[config.mk]
export PLATFORM = sky130hd
export DESIGN_NAME = pw_check
export DESIGN_NICKNAME = d
export VERILOG_FILES = /design/src/rtl/pw_check.sv
export SDC_FILE = /design/constraint.sdc
export NUM_CORES = 1
export LEC_CHECK = 0
export ABC_AREA = 1
export BUFFER_PORTS_ARGS = -buffer_cell sky130_fd_sc_hd__buf_4
export CORE_AREA = 2 2 97 89
export CTS_CLUSTER_SIZE = 40
export DETAILED_ROUTE_END_ITERATION = 7
export DIE_AREA = 0 0 99 91
export PLACE_DENSITY = 0.79
export SETUP_SLACK_MARGIN = 0.3
export SYNTH_ARGS = -nofsm -noshare
export SYNTH_HDL_FRONTEND = slang
export SYNTH_SLANG_ARGS = --single-unit
[constraint.sdc]
create_clock -name clk -period 1.65 [get_ports clk]
set_input_delay 0.165 -clock clk [delete_from_list [all_inputs] [get_ports clk]]
set_output_delay 0.165 -clock clk [all_outputs]
set_load 0.005 [all_outputs]
[src/rtl/pw_check.sv]
// pw_check: turns held button presses into single digits, collects PW_LEN of
// them, compares against PASSWORD and reports unlock, failure or lockout.
//
//   state     | meaning
//   ----------+-----------------------------------------------------------
//   S_COLLECT | capturing digits, one per press (after release hold-off)
//   S_CHECK   | single cycle: compare full sequence against PASSWORD
//   S_OK      | password accepted; pw_ok held until clear
//   S_LOCK    | too many consecutive failures; inputs ignored until timeout
module pw_check #(
  parameter int unsigned          PW_LEN         = 4,
  parameter logic [3*PW_LEN-1:0]  PASSWORD       = 12'b001_010_011_100,
  parameter int unsigned          RELEASE_CYCLES = 1_000_000,
  parameter int unsigned          MAX_TRIES      = 3,
  parameter int unsigned          LOCK_CYCLES    = 500_000_000
) (
  input  logic       clk,
  input  logic       rst_n,
  input  logic [2:0] pwinput,
  input  logic       pw_entered,
  input  logic       clear,
  output logic       pw_ok,
  output logic       pw_fail,
  output logic       locked,
  output logic [2:0] digit_cnt,
  output logic [2:0] tries,
  output logic [2:0] TriLED
);

  localparam int unsigned SEQ_W  = 3 * PW_LEN;
  localparam int unsigned REL_W  = (RELEASE_CYCLES > 0) ? $clog2(RELEASE_CYCLES + 1) : 1;
  localparam int unsigned LOCK_W = (LOCK_CYCLES > 1) ? $clog2(LOCK_CYCLES) : 1;

  typedef enum logic [1:0] {S_COLLECT, S_CHECK, S_OK, S_LOCK} state_e;

  state_e              state_q, state_d;
  logic [SEQ_W-1:0]    seq_q, seq_d;
  logic [2:0]          digit_cnt_q, digit_cnt_d;
  logic [2:0]          tries_q, tries_d;
  logic                armed_q, armed_d;
  logic [REL_W-1:0]    rel_cnt_q, rel_cnt_d;
  logic [LOCK_W-1:0]   lock_cnt_q, lock_cnt_d;
  logic                pw_ok_q, pw_ok_d;
  logic                pw_fail_q, pw_fail_d;
  logic                locked_q, locked_d;
  logic                capture;

  assign capture = (state_q == S_COLLECT) && armed_q && pw_entered &&
                   (pwinput != 3'b000) && !clear;

  // Next-state logic: release hold-off, digit capture and the sequencing FSM
  always_comb begin
    state_d     = state_q;
    seq_d       = seq_q;
    digit_cnt_d = digit_cnt_q;
    tries_d     = tries_q;
    armed_d     = armed_q;
    rel_cnt_d   = rel_cnt_q;
    lock_cnt_d  = lock_cnt_q;
    pw_ok_d     = pw_ok_q;
    pw_fail_d   = 1'b0;
    locked_d    = locked_q;

    // Any held button disarms, in every state, so a press held across a state
    // change (or through a clear) must be released before it can count.
    if (pw_entered) begin
      rel_cnt_d = '0;
      if (pwinput != 3'b000) armed_d = 1'b0;
    end else if (rel_cnt_q == REL_W'(RELEASE_CYCLES)) begin
      armed_d = 1'b1;
    end else begin
      rel_cnt_d = rel_cnt_q + REL_W'(1);
      if (rel_cnt_q + REL_W'(1) == REL_W'(RELEASE_CYCLES)) armed_d = 1'b1;
    end

    case (state_q)
      S_COLLECT: begin
        if (clear) begin
          digit_cnt_d = '0;
          seq_d       = '0;
        end else if (capture) begin
          seq_d       = (seq_q << 3) | SEQ_W'(pwinput);
          digit_cnt_d = digit_cnt_q + 3'd1;
          if (digit_cnt_q + 3'd1 == 3'(PW_LEN)) state_d = S_CHECK;
        end
      end
      S_CHECK: begin
        digit_cnt_d = '0;
        seq_d       = '0;
        if (seq_q == PASSWORD) begin
          state_d = S_OK;
          pw_ok_d = 1'b1;
          tries_d = '0;
        end else begin
          pw_fail_d = 1'b1;
          if ({1'b0, tries_q} + 4'd1 < 4'(MAX_TRIES)) begin
            state_d = S_COLLECT;
            tries_d = tries_q + 3'd1;
          end else begin
            state_d    = S_LOCK;
            locked_d   = 1'b1;
            tries_d    = 3'(MAX_TRIES);
            lock_cnt_d = '0;
          end
        end
      end
      S_OK: begin
        if (clear) begin
          state_d = S_COLLECT;
          pw_ok_d = 1'b0;
        end
      end
      S_LOCK: begin
        if (lock_cnt_q == LOCK_W'(LOCK_CYCLES - 1)) begin
          state_d    = S_COLLECT;
          locked_d   = 1'b0;
          tries_d    = '0;
          lock_cnt_d = '0;
        end else begin
          lock_cnt_d = lock_cnt_q + LOCK_W'(1);
        end
      end
      default: state_d = S_COLLECT;
    endcase
  end

  // State and output registers with synchronous active-low reset
  always_ff @(posedge clk) begin
    if (!rst_n) begin
      state_q     <= S_COLLECT;
      seq_q       <= '0;
      digit_cnt_q <= '0;
      tries_q     <= '0;
      armed_q     <= 1'b1;
      rel_cnt_q   <= '0;
      lock_cnt_q  <= '0;
      pw_ok_q     <= 1'b0;
      pw_fail_q   <= 1'b0;
      locked_q    <= 1'b0;
    end else begin
      state_q     <= state_d;
      seq_q       <= seq_d;
      digit_cnt_q <= digit_cnt_d;
      tries_q     <= tries_d;
      armed_q     <= armed_d;
      rel_cnt_q   <= rel_cnt_d;
      lock_cnt_q  <= lock_cnt_d;
      pw_ok_q     <= pw_ok_d;
      pw_fail_q   <= pw_fail_d;
      locked_q    <= locked_d;
    end
  end

  assign pw_ok     = pw_ok_q;
  assign pw_fail   = pw_fail_q;
  assign locked    = locked_q;
  assign digit_cnt = digit_cnt_q;
  assign tries     = tries_q;
  assign TriLED    = {digit_cnt_q != 3'd0, pw_ok_q, locked_q};

endmodule

# Word-level counts from Yosys, hierarchy flattened

Index checks and enable logic that the tools add are counted.

Bits in registers: 73
Input port bits: 7
Output and inout port bits: 12
Word-level logic and storage cells: 91

Add/subtract/negate cells: 5
$lt $le $gt $ge: 1
Equality and inequality tests: 18
Mux-type cells: 34
Bitwise operators: 2
Reduce and logical (&&, ||, !) cells: 21

Operators with widths:

| operator                                                                 | number |
|---|---|
| 29-bit two-way mux                                                       | 3 |
| 29-bit one-hot mux with 2 select lines                                   | 1 |
| 20-bit equality test (second input constant)                             | 2 |
| 29-bit by 1-bit adder with 29-bit output (second input constant)         | 1 |
| 29-bit equality test (second input constant)                             | 1 |
| 12-bit two-way mux                                                       | 2 |
| 12-bit one-hot mux with 2 select lines                                   | 1 |
| 20-bit by 1-bit adder with 20-bit output (second input constant)         | 1 |
| 3-bit two-way mux                                                        | 5 |
| 2-bit two-way mux                                                        | 7 |
| 2-bit != test (second input constant)                                    | 7 |
| 12-bit by 10-bit equality test with 1-bit output (second input constant) | 1 |
| 12-bit by 3-bit bitwise OR with 12-bit output                            | 1 |
| 3-bit one-hot mux with 2 select lines                                    | 2 |
| 1-bit two-way mux                                                        | 10 |
| 3-bit nonzero test                                                       | 3 |
| 2-bit one-hot mux with 4 select lines                                    | 1 |
| 2-bit AND reduction                                                      | 4 |
| 3-bit by 1-bit adder with 3-bit output (second input constant)           | 2 |
| 3-bit AND reduction                                                      | 2 |
| 2-bit nonzero test                                                       | 3 |
| 5-bit AND reduction                                                      | 1 |
| 3-bit by 1-bit adder with 4-bit output (second input constant)           | 1 |
| 2-bit equality test (second input constant)                              | 2 |
| other kinds (12)                                                         | 17 |

# Longest topological paths before layout

Gate-level depths: netlist of the first run.

Depth in word-level cells: 8
Mapped depth: 14
Depth with buffers taken out: 14

# Least setup slack after synthesis of the first run

No wires, ideal clock.

Kind: reg2reg
From: register rel_cnt_q[0]
To: register armed_q
Setup time: 0.058 ns
Arrival: 1.470 ns
Required time: 1.592 ns
Slack: 0.122 ns
Stages on the path, launching flop included: 14
Buffers on the path: 0
Cells stage by stage: dfxtp_1 -> ha_1 -> nand2_2 -> nor2_4 -> nand2_2 -> nor2_2 -> nand3_1 -> nand2_1 -> nand3_1 -> nor2_1 -> nand3_1 -> nand2_1 -> nand2_1 -> nand2_1

Cells in the longest elaborated chain, start to end: 4
Elaborated cells on any way between the ends: 7
Classes of those cells: add/sub: 1; eq/ne: 2; mux: 2; reduce/logical: 2

RTL lines:

| item                                     | RTL line | source |
|---|---|---|
| from (decl)                              | 41       | `logic [REL_W-1:0] rel_cnt_q, rel_cnt_d;` |
| from (signal assigned)                   | 146      | `rel_cnt_q <= rel_cnt_d;` |
| 20-bit by 1-bit adder with 20-bit output | 73       | `if (rel_cnt_q + REL_W'(1) == REL_W'(RELEASE_CYCLES)) armed_d = 1'b1;` |
| 20-bit equality test                     | 73       |  |
| 3-bit nonzero test (no line)             | --       |  |
| 2-bit AND reduction (no line)            | --       |  |
| to (signal assigned)                     | 145      | `armed_q <= armed_d;` |
| to (decl)                                | 40       | `logic armed_q, armed_d;` |

Several ways; a longest one is shown, not always the timed one.
A chain may end at the register's enable or synchronous reset.

# Final worst setup path of the first run

From: register tries_q[1], in the netlist tries[1]
To: register lock_cnt_q[3]

Cells in the longest elaborated chain, start to end: 4

RTL lines:

| item                                          | RTL line | source |
|---|---|---|
| from (decl)                                   | 39       | `logic [2:0] tries_q, tries_d;` |
| from (signal assigned)                        | 144      | `tries_q <= tries_d;` |
| 3-bit by 1-bit adder with 4-bit output        | 96       | `if ({1'b0, tries_q} + 4'd1 < 4'(MAX_TRIES)) begin` |
| 4-bit by 2-bit < comparator with 1-bit output | 96       |  |
| 2-bit != test (no line)                       | --       |  |
| 3-bit AND reduction (no line)                 | --       |  |
| to (signal assigned)                          | 147      | `lock_cnt_q <= lock_cnt_d;` |
| to (decl)                                     | 42       | `logic [LOCK_W-1:0] lock_cnt_q, lock_cnt_d;` |

Every way passes these cells.

==> results of run 1 <==
-- through the flow --
step,hold WS [ns],area (µm²),util (%)
2_1_floorplan,0.319,4440,-
3_3_place_gp,0.405,4850,61.0
3_5_place_dp,0.421,4850,61.0
4_1_cts,0.0506,5500,69.2
5_1_grt,0.0636,6200,78.0
6_report,0.0620,6200,78.0
-- path summary, 6_finish.rpt --
check / from / end / slack (ns) / depth (start not counted)
min reg2reg: seq_q[2] / seq_q[5] / 0.47 / 2
min: rst_n / armed_q / 0.06 / 2
max: tries[1] / lock_cnt_q[3] / -0.22 / 10
max reg2reg: tries[1] / lock_cnt_q[3] / -0.22 / 10
-- critical path: cells and delay by family, from the launching register on --
family                 cells  cell delay (ns)
flip-flops                 1             0.40
AO/OA/AOI/OAI              4             0.67
buffers and inverters      2             0.24
AND/OR/NAND/NOR            4             0.42
-- flip-flops by register name, indices dropped and copies added (netlist names) --
name	count
locked	1
pw_ok	1
tries	3
armed_q	1
digit_cnt	3
pw_fail	1
state_q	2
rel_cnt_q	20
seq_q	12
lock_cnt_q	29
-- power groups by stage --
stage | clock (mW) | combinational (mW) | sequential, mW
after global routing | 1.69 | 1.00 | 1.87
after CTS | 1.60 | 0.607 | 1.87
final | 1.63 | 0.961 | 1.87
after floorplan | 0 | 0.309 | 1.89
after global placement | 0 | 0.450 | 1.90
after detailed placement | 0 | 0.464 | 1.90
-- cells by family (layout without fill, tap and decap cells) --
kind of cell / count (synthesis) / in the layout / synth area share [%]
compound gates: 92 / 92 / 12.6
xor+xnor: 9 / 9 / 1.81
fa+ha+maj: 9 / 9 / 2.58
buf+inv: 89 / 170 / 8.54
flops: 73 / 73 / 33.5
simple gates: 389 / 389 / 41.0
-- cell usage after synthesis (3+ instances only) --
| master | instances | area [µm²] |
|---|---|---|
| nand2_1 | 171 | 642 |
| nor2_1 | 80 | 300 |
| dfxtp_1 | 73 | 1460 |
| inv_1 | 66 | 248 |
| a21oi_1 | 49 | 245 |
| nand3_1 | 49 | 245 |
| nand4_1 | 22 | 138 |
| nand2_2 | 18 | 113 |
| nor3_1 | 14 | 70.1 |
| o21ai_0 | 12 | 60.1 |
| a21oi_2 | 10 | 87.6 |
| ha_1 | 9 | 113 |
| or2_2 | 8 | 50.1 |
| a211oi_1 | 7 | 52.6 |
| buf_2 | 6 | 30.0 |
| clkbuf_1 | 6 | 22.5 |
| nor4_1 | 6 | 37.5 |
| xor2_1 | 6 | 52.6 |
| clkinv_1 | 4 | 15.0 |
| nand3b_1 | 4 | 30.0 |
| nor2_2 | 4 | 25.0 |
| nor2_4 | 4 | 45.0 |
| nor3_2 | 4 | 40.0 |
| nor4_2 | 3 | 37.5 |
| o21bai_1 | 3 | 22.5 |
| o31ai_1 | 3 | 22.5 |
| xnor2_1 | 3 | 26.3 |
-- layer usage --
| layer | routed length [µm] | vias up | global-route usage [%] |
|---|---|---|---|
| met3 | 1690 | 123 | 6.16 |
| met2 | 7500 | 411 | 43.0 |
| met4 | 992 | 0 | 11.9 |
| met5 | 0 | - | 0 |
| li1 | - | 2323 | - |
| met1 | 5950 | 2321 | 38.0 |
-- repair_timing --
| action | 4_1_cts | 5_1_grt |
|---|---|---|
| buffers inserted | 10 | 18 |
| gates resized for setup | 95 | 139 |
| setup endpoints to repair | 55 | 63 |
| pin swaps | 12 | 41 |
| gates cloned | 1 | 4 |
-- cell usage in the layout (no fill, tap or decap), types with 4 or more instances in the layout --
cell type,synthesis,routed
nand3b_1,4,4
xor2_1,6,6
buf_12,1,6
buf_4,2,64
o21ai_0,12,11
dfxtp_4,0,18
nor2_2,4,16
buf_6,1,8
nand2_2,18,27
nor3_4,0,4
nand4_1,22,22
nor4_1,6,4
inv_1,66,51
clkbuf_8,0,9
clkinv_1,4,4
a21oi_1,49,28
nor3_2,4,11
dfxtp_2,0,32
a21oi_4,0,8
nor4_4,0,4
dfxtp_1,73,23
a21oi_2,10,23
nor2_1,80,60
nand2_4,1,20
nand3_2,0,7
nand2_1,171,142
ha_1,9,5
nor2_4,4,12
a211oi_2,0,7
nand3_1,49,40
or2_2,8,8
inv_2,2,15
-- final cells by class --
class	count	area [µm²]
Sequential cell	73	1570
Tap cell	99	124
Fill cell	454	1750
Clock inverter	7	93.8
Inverter	72	275
Clock buffer	9	124
Timing Repair Buffer	82	793
Multi-Input combinational cell	499	3220
==> reports/metrics.cfg, run 1 <==
[status]
violations = setup timing
status = finished, violations left

[cts]
cts_tree = yes
clk_pin_slew_ns = 0.09
cts_hold_buf = 0
cts_max_level = 3
cts.sinks = 73
insertion_delay_ns = 0.37
cts-root-buf = clkbuf_8
cts.path.max_buffers = 2
cts_made_buffers = 9

[setup_path]
slowest_delay_ns = 0.40
crit_slowest_cell = dfxtp_2
crit_fanout = 7
startpoint_type = flop
arrival_ns = 2.12
crit_chain = inv_1 -> o211ai_1 -> o21ai_1 -> nand2_2 -> nand2_4 -> nand2_4 -> nand2_8 -> buf_12 -> o21ai_0 -> a21oi_1
required_ns = 1.89
end_kind = flop
worst-setup-path-type = flop to flop
cpMostUsedCell = nand2_4

[sta]
finClkSkew_ns = 0.0118
hold_violations = 0
max_freq_ghz = 0.534
slew_headroom_pct = 67.3
setup_viol = 30
fin_crit_sh_pct = 114
final.setup.tns_ns = -2.79
worstMarginPinSlew_ns = 0.490
period_needed_ns = 1.87
slew_viol_final = 0
worst_slack_ns = -0.224
rsz0062_at_grt = true

[power_and_ir_drop]
p_comb_share_pct = 21.6
vdd_drop_max_v = 0.000695
power_mw = 4.46
p_int_mw = 3.09
p_sw_mw = 1.36
clockPowerShare_pct = 36.5
p_per_area_mw_per_mm2 = 718
p_sw_share_pct = 30.6
pwr-share-seq_pct = 41.9
p_leak_nw = 2.28

[floorplanning]
io_pins = 19
die_h_um = 91
coreArea_mm2 = 0.00795
fp.dieArea_mm2 = 0.00901
die_w_um = 99
initial_core_util_pct = 54.9
row_count = 31

[routing]
drtIter0Drc = 510
postRouteAntennaNets = 0
routedWlPerCell_um = 19.2
drc = 0
firstDrtPassIters = 5
routed_via_density = 6.16
vias = 5178
wirelength_um = 16100

[placement]
post-place-ws_ns = -0.129
place_inst = 792
portBuffers = 18
dpl.hpwl_um = 8460
gp_congestion = 0.989

[synthesis]
syn_avg_cell_area_um2 = 6.61
ys_seq_area_share_pct = 33.5
ys_ff_latch = 73
synth_area_mm2 = 0.00437
yosys_warnings = 0
synthFlopType = dfxtp_1
synthesis.instances = 661
syn-num-nets = 677
async_flop_share_pct = 0
synth_cell_type_count = 41
synth_edf_count = 0

[finish]
nNetsFinal = 753
instances_no_fill = 841
diodes = 0
layout-drive-gt1-share_pct = 43.8
syn_to_final_growth_pct = 42.1

[global_route]
antenna_found_initial = 0
track_usage_pct = 28.0
grt_pass1_vias = 4490
grt_pass1_wl_um = 20700
grt_max_degree = 32
globalRouteOverflowTotal = 0

[worst_hold_path]
hp-class = input pin to flop

[run]
drv_cap = 0

Power figures use the tool's default switching activity.
==> inputs of run 2 (changes only) <==
--- a/config.mk
+++ b/config.mk
@@ -12,6 +12,7 @@
 export DETAILED_ROUTE_END_ITERATION = 7
 export DIE_AREA = 0 0 99 91
 export PLACE_DENSITY = 0.79
+export RECOVER_POWER = 25
 export SETUP_SLACK_MARGIN = 0.3
 export SYNTH_ARGS = -nofsm -noshare
 export SYNTH_HDL_FRONTEND = slang
==> reports/metrics.cfg, run 2 (synthesized netlist as in run 1, its figures left out) <==
[floorplanning]
die_h_um = 91  ; unchanged
die_w_um = 99  ; unchanged
coreArea_mm2 = 0.00795  ; unchanged
fp.dieArea_mm2 = 0.00901  ; unchanged
row_count = 31  ; unchanged
io_pins = 19  ; unchanged
initial_core_util_pct = 54.9  ; unchanged

[routing]
drtIter0Drc = 510  ; unchanged
firstDrtPassIters = 6  ; +1
routed_via_density = 6.15  ; -0.12%
postRouteAntennaNets = 0  ; unchanged
drc = 0  ; unchanged
wirelength_um = 16200  ; +0.13%
vias = 5172  ; -0.12%
routedWlPerCell_um = 19.2  ; +0.13%

[placement]
portBuffers = 18  ; unchanged
dpl.hpwl_um = 8460  ; unchanged
gp_congestion = 0.989  ; unchanged
place_inst = 792  ; unchanged

[setup_path]
required_ns = 1.89  ; about the same
crit_fanout = 7  ; unchanged
arrival_ns = 2.10  ; -0.02 ns
end_kind = flop
startpoint_type = flop
worst-setup-path-type = flop to flop

[cts]
cts_hold_buf = 0  ; unchanged
insertion_delay_ns = 0.37  ; about the same
cts.path.max_buffers = 2  ; unchanged
cts_max_level = 3  ; unchanged
cts-root-buf = clkbuf_8
clk_pin_slew_ns = 0.09  ; about the same
cts_tree = yes
cts_made_buffers = 9  ; unchanged
cts.sinks = 73  ; unchanged

[finish]
instances_no_fill = 841  ; unchanged
n_fill_cell = 456  ; +0.44%
syn_to_final_growth_pct = 41.9  ; about the same
top_register = lock_cnt_q
largestRegisters = lock_cnt_q: 29 flops, rel_cnt_q: 20 flops, seq_q: 12 flops
layout_common_cells = 142 x nand2_1, 63 x buf_4, 60 x nor2_1, 51 x inv_1, 40 x nand3_1
regArea_mm2 = 0.00156  ; -0.32%
largest_reg_flops = 29  ; unchanged
final_common_cell = nand2_1
layout-drive-gt1-share_pct = 43.5  ; -0.27 points
diodes = 0  ; unchanged
multiInputGateArea_mm2 = 0.00322  ; unchanged
nNetsFinal = 753  ; unchanged

[status]
status = finished, violations left
violations = setup timing

[sta]
finClkSkew_ns = 0.0113  ; -0.000502 ns
rsz0062_at_grt = true
fin_crit_sh_pct = 113  ; -0.73 points
setup_viol = 30  ; unchanged
max_freq_ghz = 0.537  ; +0.65%
slew_headroom_pct = 67.0  ; -0.27 points
worstMarginPinSlew_ns = 0.495  ; +0.00404 ns
hold_violations = 0  ; unchanged
period_needed_ns = 1.86  ; -0.0121 ns
final.setup.tns_ns = -2.83  ; -0.0418 ns
worst_slack_ns = -0.211  ; +0.0121 ns
holdWs_ns = 0.0631  ; +0.00112 ns
slew_viol_final = 0  ; unchanged

[global_route]
track_usage_pct = 28.0  ; unchanged
antenna_found_initial = 0  ; unchanged
globalRouteOverflowTotal = 0  ; unchanged
grt_pass1_wl_um = 20700  ; unchanged
grt_max_degree = 32  ; unchanged
grt_pass1_vias = 4490  ; unchanged

[worst_hold_path]
hp-class = input pin to flop

[power_and_ir_drop]
p_per_area_mw_per_mm2 = 717  ; -0.21%
p_leak_nw = 2.28  ; about the same
vdd_drop_max_v = 0.000695  ; about the same

[run]
drv_cap = 0  ; unchanged

## run 2: report_power, final
part | internal (mW) | total (mW) | switching [mW] | leakage, nW
clock network | 0.852 | 1.62 | 0.764 | 0.113
logic | 0.443 | 0.960 | 0.518 | 1.54
registers | 1.79 | 1.87 | 0.0719 | 0.619
total | 3.09 | 4.44 | 1.35 | 2.28
## run 2: worst max-delay path, stage by stage, from the launching register on
cell and delay [ns]:
dfxtp_2 0.40, inv_1 0.09, o211ai_1 0.19, o21ai_1 0.14
nand2_2 0.14, nand2_4 0.08, nand2_4 0.10, nand2_8 0.10
buf_12 0.15, o21ai_0 0.23, a21oi_1 0.10
## run 2: timing repair
action	in CTS	in global routing
setup buffers	10	18
pin swaps	12	41
gates cloned	1	4
resized for setup	95	139
endpoints found under the setup margin	55	63
## run 2: worst paths after layout
check	start	end	slack (ns)	cells past startpoint
max reg2reg	tries[1]	lock_cnt_q[3]	-0.21	10
min reg2reg	seq_q[2]	seq_q[5]	0.47	2
min	rst_n	armed_q	0.06	2
max	tries[1]	lock_cnt_q[3]	-0.21	10
## run 2: area by class of cell
| class | instances | share of cell area, % |
|---|---|---|
| sequential | 73 | 25.2 |
| timing repair buffer | 82 | 12.8 |
| multi-input combinational | 499 | 52.0 |
| clock buffer | 9 | 2.00 |
| inverter | 72 | 4.44 |
| tap | 99 | 2.00 |
| clock inverter | 7 | 1.51 |
## run 2: metal layers
metal	track usage [%]	wire length, µm	vias to the layer above
met3	6.16	1680	112
met5	0	0	-
li1	-	-	2322
met1	38.0	6020	2341
met4	11.9	952	0
met2	43.0	7510	397
## run 2: metrics by stage
step	util (%)	setup slack, ns	total power, mW	instance area (µm²)
final	78.0	-0.211	4.44	6200
after global routing	78.0	-0.346	4.57	6200
after CTS	69.2	-0.000385	4.07	5500
after detailed placement	61.0	-0.129	2.37	4850
after global placement	61.0	-0.0331	2.35	4850
after floorplan	-	0.204	2.20	4440
